## src/rtl/fixed_nn_pkg.sv

```systemverilog
// rtl/fixed_nn_pkg.sv - shared state type, width helpers and result clipping for the integer layer datapath
package fixed_nn_pkg;

  typedef enum logic [1:0] {
    IDLE,
    ACCUM,
    OUTPUT
  } state_e;

  // Common width that accumulators are sign-extended to before clipping.
  localparam int CLIP_W = 64;

  function automatic int acc_width(input int bits, input int length);
    return 2 * bits + $clog2(length);
  endfunction

  function automatic int idx_width(input int n);
    return (n > 1) ? $clog2(n) : 1;
  endfunction

  // Callers keep the low BITS of the result; with sat clear that is plain wrap.
  function automatic logic signed [CLIP_W-1:0] clip_acc(
    input logic signed [CLIP_W-1:0] acc,
    input int                       bits,
    input bit                       sat
  );
    logic signed [CLIP_W-1:0] hi;
    logic signed [CLIP_W-1:0] lo;
    hi = (64'sd1 <<< (bits - 1)) - 64'sd1;
    lo = -hi - 64'sd1;
    if (sat && (acc > hi)) return hi;
    if (sat && (acc < lo)) return lo;
    return acc;
  endfunction

endpackage

```

## src/rtl/fixed_integer_row_mac.sv

```systemverilog
// rtl/fixed_integer_row_mac.sv - one matrix row: MULTS signed multipliers, beat adder and accumulator
module fixed_integer_row_mac #(
  parameter int BITS     = 16,
  parameter int MULTS    = 2,
  parameter int ACC_BITS = 36
) (
  input  logic                              clk,
  input  logic                              rst,
  input  logic                              beat_i,
  input  logic                              first_i,
  input  logic [MULTS-1:0][BITS-1:0]        w_i,
  input  logic [MULTS-1:0][BITS-1:0]        x_i,
  output logic signed [ACC_BITS-1:0]        acc_d_o
);

  logic signed [ACC_BITS-1:0] acc_q;
  logic signed [ACC_BITS-1:0] acc_d;
  logic signed [ACC_BITS-1:0] beat_sum;
  logic signed [2*BITS-1:0]   prod [MULTS];

  always_comb begin
    beat_sum = '0;
    for (int m = 0; m < MULTS; m++) begin
      prod[m]  = (2*BITS)'(signed'(w_i[m])) * (2*BITS)'(signed'(x_i[m]));
      beat_sum = beat_sum + ACC_BITS'(prod[m]);
    end
    // The first beat of a vector restarts the sum rather than adding to stale data.
    acc_d = first_i ? beat_sum : acc_q + beat_sum;
  end

  assign acc_d_o = acc_d;

  always_ff @(posedge clk) begin
    if (rst) begin
      acc_q <= '0;
    end else if (beat_i) begin
      acc_q <= acc_d;
    end
  end

endmodule

```

## src/rtl/fixed_integer_matrix_dot_vector.sv

```systemverilog
// rtl/fixed_integer_matrix_dot_vector.sv - ROWS x LENGTH weight matrix times a vector streamed in MULTS-wide beats
// Define FIXED_SATURATE_EN to saturate results; otherwise they wrap to BITS.
module fixed_integer_matrix_dot_vector
  import fixed_nn_pkg::*;
#(
  parameter int BITS     = 16,
  parameter int LENGTH   = 10,
  parameter int MULTS    = 2,
  parameter int ROWS     = 4,
  parameter int ACC_BITS = acc_width(BITS, LENGTH)
) (
  input  logic                       clk,
  input  logic                       rst,
  input  logic                       load_w,
  input  logic [MULTS-1:0][BITS-1:0] w_in,
  output logic                       w_ready,
  input  logic                       in_valid,
  output logic                       in_ready,
  input  logic [MULTS-1:0][BITS-1:0] x_in,
  output logic                       out_valid,
  input  logic                       out_ready,
  output logic [ROWS-1:0][BITS-1:0]  c
);

  localparam int BEATS = LENGTH / MULTS;
  localparam int KW    = idx_width(BEATS);
  localparam logic [KW-1:0] LAST_K = KW'(BEATS - 1);

`ifdef FIXED_SATURATE_EN
  localparam bit SAT = 1'b1;
`else
  localparam bit SAT = 1'b0;
`endif

  generate
    if ((LENGTH % MULTS) != 0 || ROWS < 1) begin : g_bad_cfg
      $error("fixed_integer_matrix_dot_vector: LENGTH must be a multiple of MULTS and ROWS >= 1");
    end
  endgenerate

  state_e                     state_q;
  logic [KW-1:0]              k_q;
  logic                       out_valid_q;
  logic [ROWS-1:0][BITS-1:0]  c_q;
  logic [ROWS-1:0][BITS-1:0]  c_d;

  // Slot w_q[r][b] holds flat weights f = (r*BEATS+b)*MULTS + m.
  logic [MULTS-1:0][BITS-1:0] w_q    [ROWS][BEATS];
  logic [MULTS-1:0][BITS-1:0] w_prev [ROWS][BEATS];
  logic signed [ACC_BITS-1:0] acc_d  [ROWS];

  logic in_fire;
  logic w_fire;
  logic last_beat;

  assign w_ready   = (state_q == IDLE);
  assign in_ready  = !rst && (((state_q == IDLE) && !load_w) || (state_q == ACCUM));
  assign in_fire   = in_valid && in_ready;
  assign w_fire    = load_w && w_ready;
  assign last_beat = (k_q == LAST_K);

  generate
    for (genvar r = 0; r < ROWS; r++) begin : g_prev_r
      for (genvar b = 0; b < BEATS; b++) begin : g_prev_b
        if (b > 0) begin : g_in_row
          assign w_prev[r][b] = w_q[r][b-1];
        end else if (r > 0) begin : g_row_carry
          assign w_prev[r][b] = w_q[r-1][BEATS-1];
        end else begin : g_head
          assign w_prev[r][b] = w_in;
        end
      end
    end
  endgenerate

  // Weight store is deliberately left out of reset so a reset keeps the loaded layer.
  always_ff @(posedge clk) begin
    if (w_fire) begin
      for (int r = 0; r < ROWS; r++) begin
        for (int b = 0; b < BEATS; b++) begin
          w_q[r][b] <= w_prev[r][b];
        end
      end
    end
  end

  generate
    for (genvar r = 0; r < ROWS; r++) begin : g_row
      fixed_integer_row_mac #(
        .BITS     (BITS),
        .MULTS    (MULTS),
        .ACC_BITS (ACC_BITS)
      ) u_mac (
        .clk     (clk),
        .rst     (rst),
        .beat_i  (in_fire),
        .first_i (k_q == '0),
        .w_i     (w_q[r][k_q]),
        .x_i     (x_in),
        .acc_d_o (acc_d[r])
      );
    end
  endgenerate

  always_comb begin
    c_d = '0;
    for (int r = 0; r < ROWS; r++) begin
      c_d[r] = BITS'(clip_acc(CLIP_W'(acc_d[r]), BITS, SAT));
    end
  end

  always_ff @(posedge clk) begin
    if (rst) begin
      state_q     <= IDLE;
      k_q         <= '0;
      out_valid_q <= 1'b0;
      c_q         <= '0;
    end else begin
      case (state_q)
        IDLE, ACCUM: begin
          if (in_fire) begin
            if (last_beat) begin
              state_q     <= OUTPUT;
              k_q         <= '0;
              out_valid_q <= 1'b1;
              c_q         <= c_d;
            end else begin
              state_q <= ACCUM;
              k_q     <= k_q + KW'(1);
            end
          end
        end
        OUTPUT: begin
          if (out_ready) begin
            state_q     <= IDLE;
            out_valid_q <= 1'b0;
          end
        end
        default: state_q <= IDLE;
      endcase
    end
  end

  assign out_valid = out_valid_q;
  assign c         = c_q;

endmodule

```

## config.mk

```make
export PLATFORM = sky130hd
export DESIGN_NAME = fixed_integer_matrix_dot_vector
export DESIGN_NICKNAME = d
export VERILOG_FILES = /design/src/rtl/fixed_nn_pkg.sv /design/src/rtl/fixed_integer_row_mac.sv /design/src/rtl/fixed_integer_matrix_dot_vector.sv
export SDC_FILE = /design/constraint.sdc
export NUM_CORES = 2
export LEC_CHECK = 0
export BUFFER_PORTS_ARGS = -buffer_cell sky130_fd_sc_hd__buf_4
export CAP_MARGIN = 40
export CORE_UTILIZATION = 58
export CTS_CLUSTER_DIAMETER = 100
export DETAILED_ROUTE_END_ITERATION = 7
export PLACE_DENSITY = 0.84
export SLEW_MARGIN = 20
export SYNTH_ARGS = -nofsm -noshare
export SYNTH_HDL_FRONTEND = slang
export SYNTH_SLANG_ARGS = --single-unit
```

## constraint.sdc

```tcl
create_clock -name clk -period 27.7 [get_ports clk]
set_input_delay 1.385 -clock clk [delete_from_list [all_inputs] [get_ports clk]]
set_output_delay 1.385 -clock clk [all_outputs]
set_load 0.03 [all_outputs]
```

Yosys cells after proc, flatten, opt, wreduce, memory -nomap -nowiden
Memory sizes are Yosys's and may differ from the RTL's.
Index checks and enable logic that the tools add are counted.
W data, S select, Z words.
- bits in registers: 214
- latch bits: 0
- bits in writable memories: 640
- ROM bits: 0
- input port bits: 69
- memories kept: 1
- memories (memory ; words ; bits a word ; rd ports ; clocked after Yosys merged registers in ; write ports ; line ; text):
    w_q ; 4 ; 160 ; 4 ; 0 ; 4 ; fixed_integer_matrix_dot_vector.sv:48 ; logic [MULTS-1:0][BITS-1:0] w_q [ROWS][BEATS];
- $add $sub $neg: 9
- multipliers: 8
- div/mod/pow operators: 0
- $lt $le $gt $ge: 1
- equality and inequality tests: 6
- shift operators: 0
- muxes and demuxes: 27
- bitwise operators: 1
- reduce and logical (&&, ||, !) cells: 15
- operators with widths (operator ; count):
    $bmux W32 S3 ; 4
    $mul A16 B16 Y32 ; 8
    $mux W32 ; 8
    $add A36 B36 Y36 ; 4
    $mux W36 ; 4
    $add A32 B32 Y33 ; 4
    $mux W2 ; 3
    $mux W1 ; 5
    $ge A4 B4 Y1 const B ; 1
    $logic_and A1 B1 Y1 ; 4
    $ne A2 B2 Y1 const B ; 2
    $not A3 Y4 ; 1
    $pmux W2 S2 ; 1
    $reduce_and A2 Y1 ; 2
    $reduce_and A4 Y1 ; 1
    $add A3 B1 Y3 const B ; 1
    $eq A3 B3 Y1 const B ; 1
    $logic_not A3 Y1 ; 1
    $mux W3 ; 1
    $reduce_and A3 Y1 ; 1
    $eq A2 B1 Y1 const B ; 1
    $eq A2 B2 Y1 const B ; 1
    $logic_not A1 Y1 ; 2
    $logic_not A2 Y1 ; 1
    other kinds (5) ; 5

Longest topological paths before layout
- word-level depth: 8
- gate-level depth with buffers: 41
- depth with buffers taken out: 34

By module
From an unflattened synthesis, not the netlist that was laid out.
- cell total of the unflattened synthesis: 12131
- area total of the unflattened synthesis: 122538.8 µm²
- by module, submodules not included (module ; times used ; cells an instance ; area an instance (µm²) ; seq. area each (µm²)):
    fixed_integer_row_mac (g_row[0].u_mac ...) ; 3 ; 2603 ; 23676.5 ; 720.7
    fixed_integer_matrix_dot_vector ; 1 ; 1713 ; 27859.2 ; 20619.8
    fixed_integer_row_mac (g_row[3].u_mac) ; 1 ; 2609 ; 23650.2 ; 720.7

Least setup slack after synthesis
No wires, ideal clock.
- path kind: input -> register
- from: input port load_w
- to: memory w_q[0][0] (netlist bit) (enable)
- arrival time: 15729 ps
- data required time: 26612 ps
- slack: 10883 ps
- stages on the path: 1
- path buffers: 0
- cell sequence: and2_1
- RTL lines (element ; line ; text):
    from (decl) ; fixed_integer_matrix_dot_vector.sv:14 ; input logic load_w,
    to (decl) ; fixed_integer_matrix_dot_vector.sv:48 ;

Final worst setup path
- from: register k_q[0]
- to: register g_row[3].u_mac.acc_q[15]
- cells in the longest elaborated chain, start to end: 8
- elaborated cells on any way between the ends: 10
- those cells by class: add/sub: 2; mul: 2; mux: 4; bitwise: 1; reduce/logical: 1
- RTL lines (element ; line ; text):
    from (decl) ; fixed_integer_matrix_dot_vector.sv:42 ; logic [KW-1:0] k_q;
    from (signal assigned) ; fixed_integer_matrix_dot_vector.sv:129 ; k_q <= k_q + KW'(1);
    $not A3 Y4 (implied by the code) ; fixed_integer_matrix_dot_vector.sv:98 ; .w_i (w_q[r][k_q]),
    $bmux W32 S3 ; fixed_integer_matrix_dot_vector.sv:98 ;
    $mux W32 (implied by the code) (2 in series) ; fixed_integer_matrix_dot_vector.sv:98 ;
    $mul A16 B16 Y32 ; fixed_integer_row_mac.sv:24 ; prod[m] = (2*BITS)'(signed'(w_i[m])) * (2*BITS)'(signed'(x_i[m]));
    $add A32 B32 Y33 ; fixed_integer_row_mac.sv:25 ; beat_sum = beat_sum + ACC_BITS'(prod[m]);
    $add A36 B36 Y36 ; fixed_integer_row_mac.sv:28 ; acc_d = first_i ? beat_sum : acc_q + beat_sum;
    $mux W36 (*) ; fixed_integer_row_mac.sv:28 ;
    to (signal assigned) ; fixed_integer_row_mac.sv:35 ; acc_q <= '0;
    to (signal assigned) ; fixed_integer_row_mac.sv:37 ; acc_q <= acc_d;
    to (decl) ; fixed_integer_row_mac.sv:16 ; logic signed [ACC_BITS-1:0] acc_q;
Mark *: on every way between the ends. The rest lies on a longest branch, timed or not. The select of a mux whose other input is x is not followed.
A chain may end at the register's enable or synchronous reset.

==> results.md <==
| Parameter | Reported |
|---|---|
| Result of the run | completed |
| Synth Area in XOR/XNOR | 0.0481 |
| Number of nets in the layout | 7180 |
| Most used cell, CP | sky130_fd_sc_hd__fa_1 |
| Post-DP HPWL | 118000 µm |
| TritonCTS clock tree | built |
| Cell type with the highest aggregate area in the netlist | sky130_fd_sc_hd__edfxtp_1 |
| Cts bufs inserted | 77 |
| Utilization after layout | 0.629 |
| Timing endpoint of the critical path | g_row[3].u_mac.acc_q[15]$_SDFFE_PP0P_ |
| Top FF cell, synth | sky130_fd_sc_hd__edfxtp_1 |
| Kind of cell adding the most delay to the critical path | adder cells |
| Die height | 339 µm |
| Clock root buffer master | sky130_fd_sc_hd__clkbuf_16 |
| Total overflow reported by the global router | 0 |
| Mapped Avg Cell Area | 11.3 µm² |
| Starting density of the core | 0.584 |
| Met1 Usage GRT | 0.392 |
| Top-level I/O count | 136 |
| Min-Delay Path Class | flop to flop |
| Buffers on Ports | 135 |
| Hold path startpoint | w_q[0][70]$_DFFE_PP_ |
| Layout overhead on the synthesized area | 7.58% |
| DR vias/cell | 5.91 |
| Synth top area cells | sky130_fd_sc_hd__edfxtp_1 (29%), sky130_fd_sc_hd__fa_1 (22%), sky130_fd_sc_hd__ha_1 (9.9%) |
| Synth warn | 0 |
| EDFF count, synth | 640 |
| Share of the synthesized area in compound gates (AO/OA/AOI/OAI) | 0.0513 |
| Worst Path Class, Setup | flop to flop |
| First-pass GRT wire length | 261000 µm |
| Pin count of the biggest net entering global routing | 192 |
| Setup slack of the critical path after layout | 16780 ps |
| # hold bufs at CTS | 0 |
| Worst-case register-to-register setup slack | 16780 ps |
| Gates resized, CTS repair | 0 |
| Syn nets | 7158 |
| Placement row count | 123 |
| Headroom to the max-slew limit | 0.293 |
| Element type at the critical path end | flop |
| Summed negative setup slack over all endpoints | 0 ps |
| Main combinational cell family by area after synthesis | adder cells |
| Antenna violations before repair | 10 |
| Number of levels the H-tree was split into | 3 |
| Worst slack on hold paths | 440 ps |
| Fill cell count | 8209 |
| Die area | 0.115 mm² |
| Number of instances in the synthesized netlist | 5835 |
| Number of logic stages on the critical path including buffering | 34 |
| Max Cap Violations | 0 |
| DR vias | 43800 |
| Reg2reg path depth | 34 |
| Met3 track demand over resource | 0.0649 |
| Global-route met2 utilization | 0.465 |
| Top cell type's share of synthesized area | 0.292 |
| Data required, critical path | 28280 ps |
| Die span in x | 339 µm |
| Clock slew at reported path FFs | 60 ps |
| Summed instance area of the synthesized netlist | 0.0658 mm² |
| Violation count after the first detailed-route iteration | 4471 |
| RSZ-0062 raised after global routing | no |
| Share of synthesized registers carrying an async set or reset | 0 |
| Combined global-route utilization of all metal layers | 0.294 |
| Data arrival time of the critical path | 11500 ps |
| Core footprint | 0.112 mm² |
| Transition time of the tightest slew-check pin | 1060 ps |
| Period minus WS final | 10920 ps |
| Most instantiated cells after synthesis | sky130_fd_sc_hd__inv_1 (1126), sky130_fd_sc_hd__fa_1 (732), sky130_fd_sc_hd__edfxtp_1 (640) |
| Startpoint types | flop |
| Post-placement worst setup slack | 16780 ps |
| Detailed-router iteration count before antenna repair | 6 |
| Post-DRT Antenna Nets | 0 |
| Skew final | 46.9 ps |
| Share of synthesized area occupied by flip-flops and latches | 0.333 |
| Post-CTS setup repair buffer count | 0 |
| Total detailed-routing wirelength | 166000 µm |
| Maximum single-stage delay on the critical path | 810 ps |
| # clock sinks | 774 |
| Cell with the most instances after synthesis | sky130_fd_sc_hd__inv_1 |
| Insertion delay of the later-clocked pin in the worst-skew pair | 690 ps |
| Number of global-route vias before repair | 46200 |
| Post-detailed-route wirelength per cell | 22.3 µm |
| Share of cell area taken by muxes after synthesis | 0.0467 |
| Slowest stage cell, crit path | sky130_fd_sc_hd__a22oi_1 |
| Area share of fa/ha/maj cells after synthesis | 0.322 |
| Netlist cell types | 69 |
| Share of cells above drive strength 1 | 0.0786 |
| Beginning of the worst register-to-register path | k_q[0]$_SDFFE_PP0P_ |
| F_max | 91.5 MHz |
| Global route hottest layer | met2 |
| End of the worst register-to-register path | g_row[3].u_mac.acc_q[15]$_SDFFE_PP0P_ |
| Total buffers and inverters traversed by the critical path | 9 |
| Flip-flop and latch count after synthesis | 774 |
| Worst setup path start | k_q[0]$_SDFFE_PP0P_ |
| Final Cycle Share | 0.394 |
| Simple-Gate Fraction of Synth Area | 0.116 |
| Number of endpoints with negative hold slack in the final report | 0 |
| Count of unresolved DRC violations after routing | 0 |
| Critical path peak fanout | 35 |
| Final setup fails | 0 |
| Slew Viols, Final | 0 |
| Final Wtd Congestion | 0.919 |
| Clock tree buffer depth | 3 |
[cell type report]
type,instances,area (µm²),area share
Multi-Input combinational cell,3670,38500,0.544
Timing Repair Buffer,207,1760,0.0248
Tap cell,1500,1880,0.0265
Sequential cell,774,21900,0.310
Inverter,1127,4230,0.0599
Antenna cell,3,7.51,0.000106
Clock buffer,92,1990,0.0282
Clock inverter,49,482,0.00681
[worst min path at each step]
stage	slack, ps	depth (start not counted)	end
2_1_floorplan	420	0	w_q[0][14]$_DFFE_PP_
3_3_place_gp	420	0	w_q[3][27]$_DFFE_PP_
3_5_place_dp	430	0	w_q[0][38]$_DFFE_PP_
4_1_cts	430	0	w_q[2][40]$_DFFE_PP_
5_1_grt	450	0	w_q[1][44]$_DFFE_PP_
6_report	440	0	w_q[0][38]$_DFFE_PP_
[sequential cells by signal, indices dropped and copies added, names as in the netlist]
name               count
g_row.u_mac.acc_q     64
c                     64
k_q                    3
state_q                2
w_q                  640
out_valid              1
[routing by layer]
| layer | vias up | part of all wire |
|---|---|---|
| li1 | 18800 | - |
| met5 | - | 0.00056 |
| met1 | 21900 | 0.39 |
| met2 | 2551 | 0.45 |
| met4 | 14 | 0.052 |
| met3 | 499 | 0.11 |
[cell usage in the layout, fill, tap and decap left out, drive strengths merged, types with 70 or more instances in the layout]
master	synthesis	final
a21oi	88	88
clkbuf	204	94
nand2b	116	116
inv	1127	1131
a22o	70	70
ha	522	522
mux4	122	122
nor2	102	102
dfxtp	134	134
nor2b	361	361
and2	314	314
xnor2	231	231
fa	732	732
o21ai	160	160
edfxtp	640	640
nand2	373	373
buf	60	205
nand3	113	113
[kinds of logic (layout without fill, tap and decap cells)]
logic type / Yosys count / after routing
flip-flops: 774 / 774
buffers and inverters: 1391 / 1475
multiplexers: 154 / 154
AND/OR/NAND/NOR: 1439 / 1439
adder cells (fa/ha/maj): 1254 / 1254
AO/OA/AOI/OAI: 512 / 512
other: 0 / 3
XOR/XNOR: 311 / 311
[per-stage QoR]
stage | cells | area, µm²
2_1_floorplan | 5835 | 65800
3_3_place_gp | 7263 | 68000
3_5_place_dp | 7270 | 68100
4_1_cts | 7411 | 70600
5_1_grt | 7421 | 70700
6_report | 7422 | 70700
Power is not shown: default switching activity piles up to over one toggle a cycle in this logic, so the estimate is an artifact.
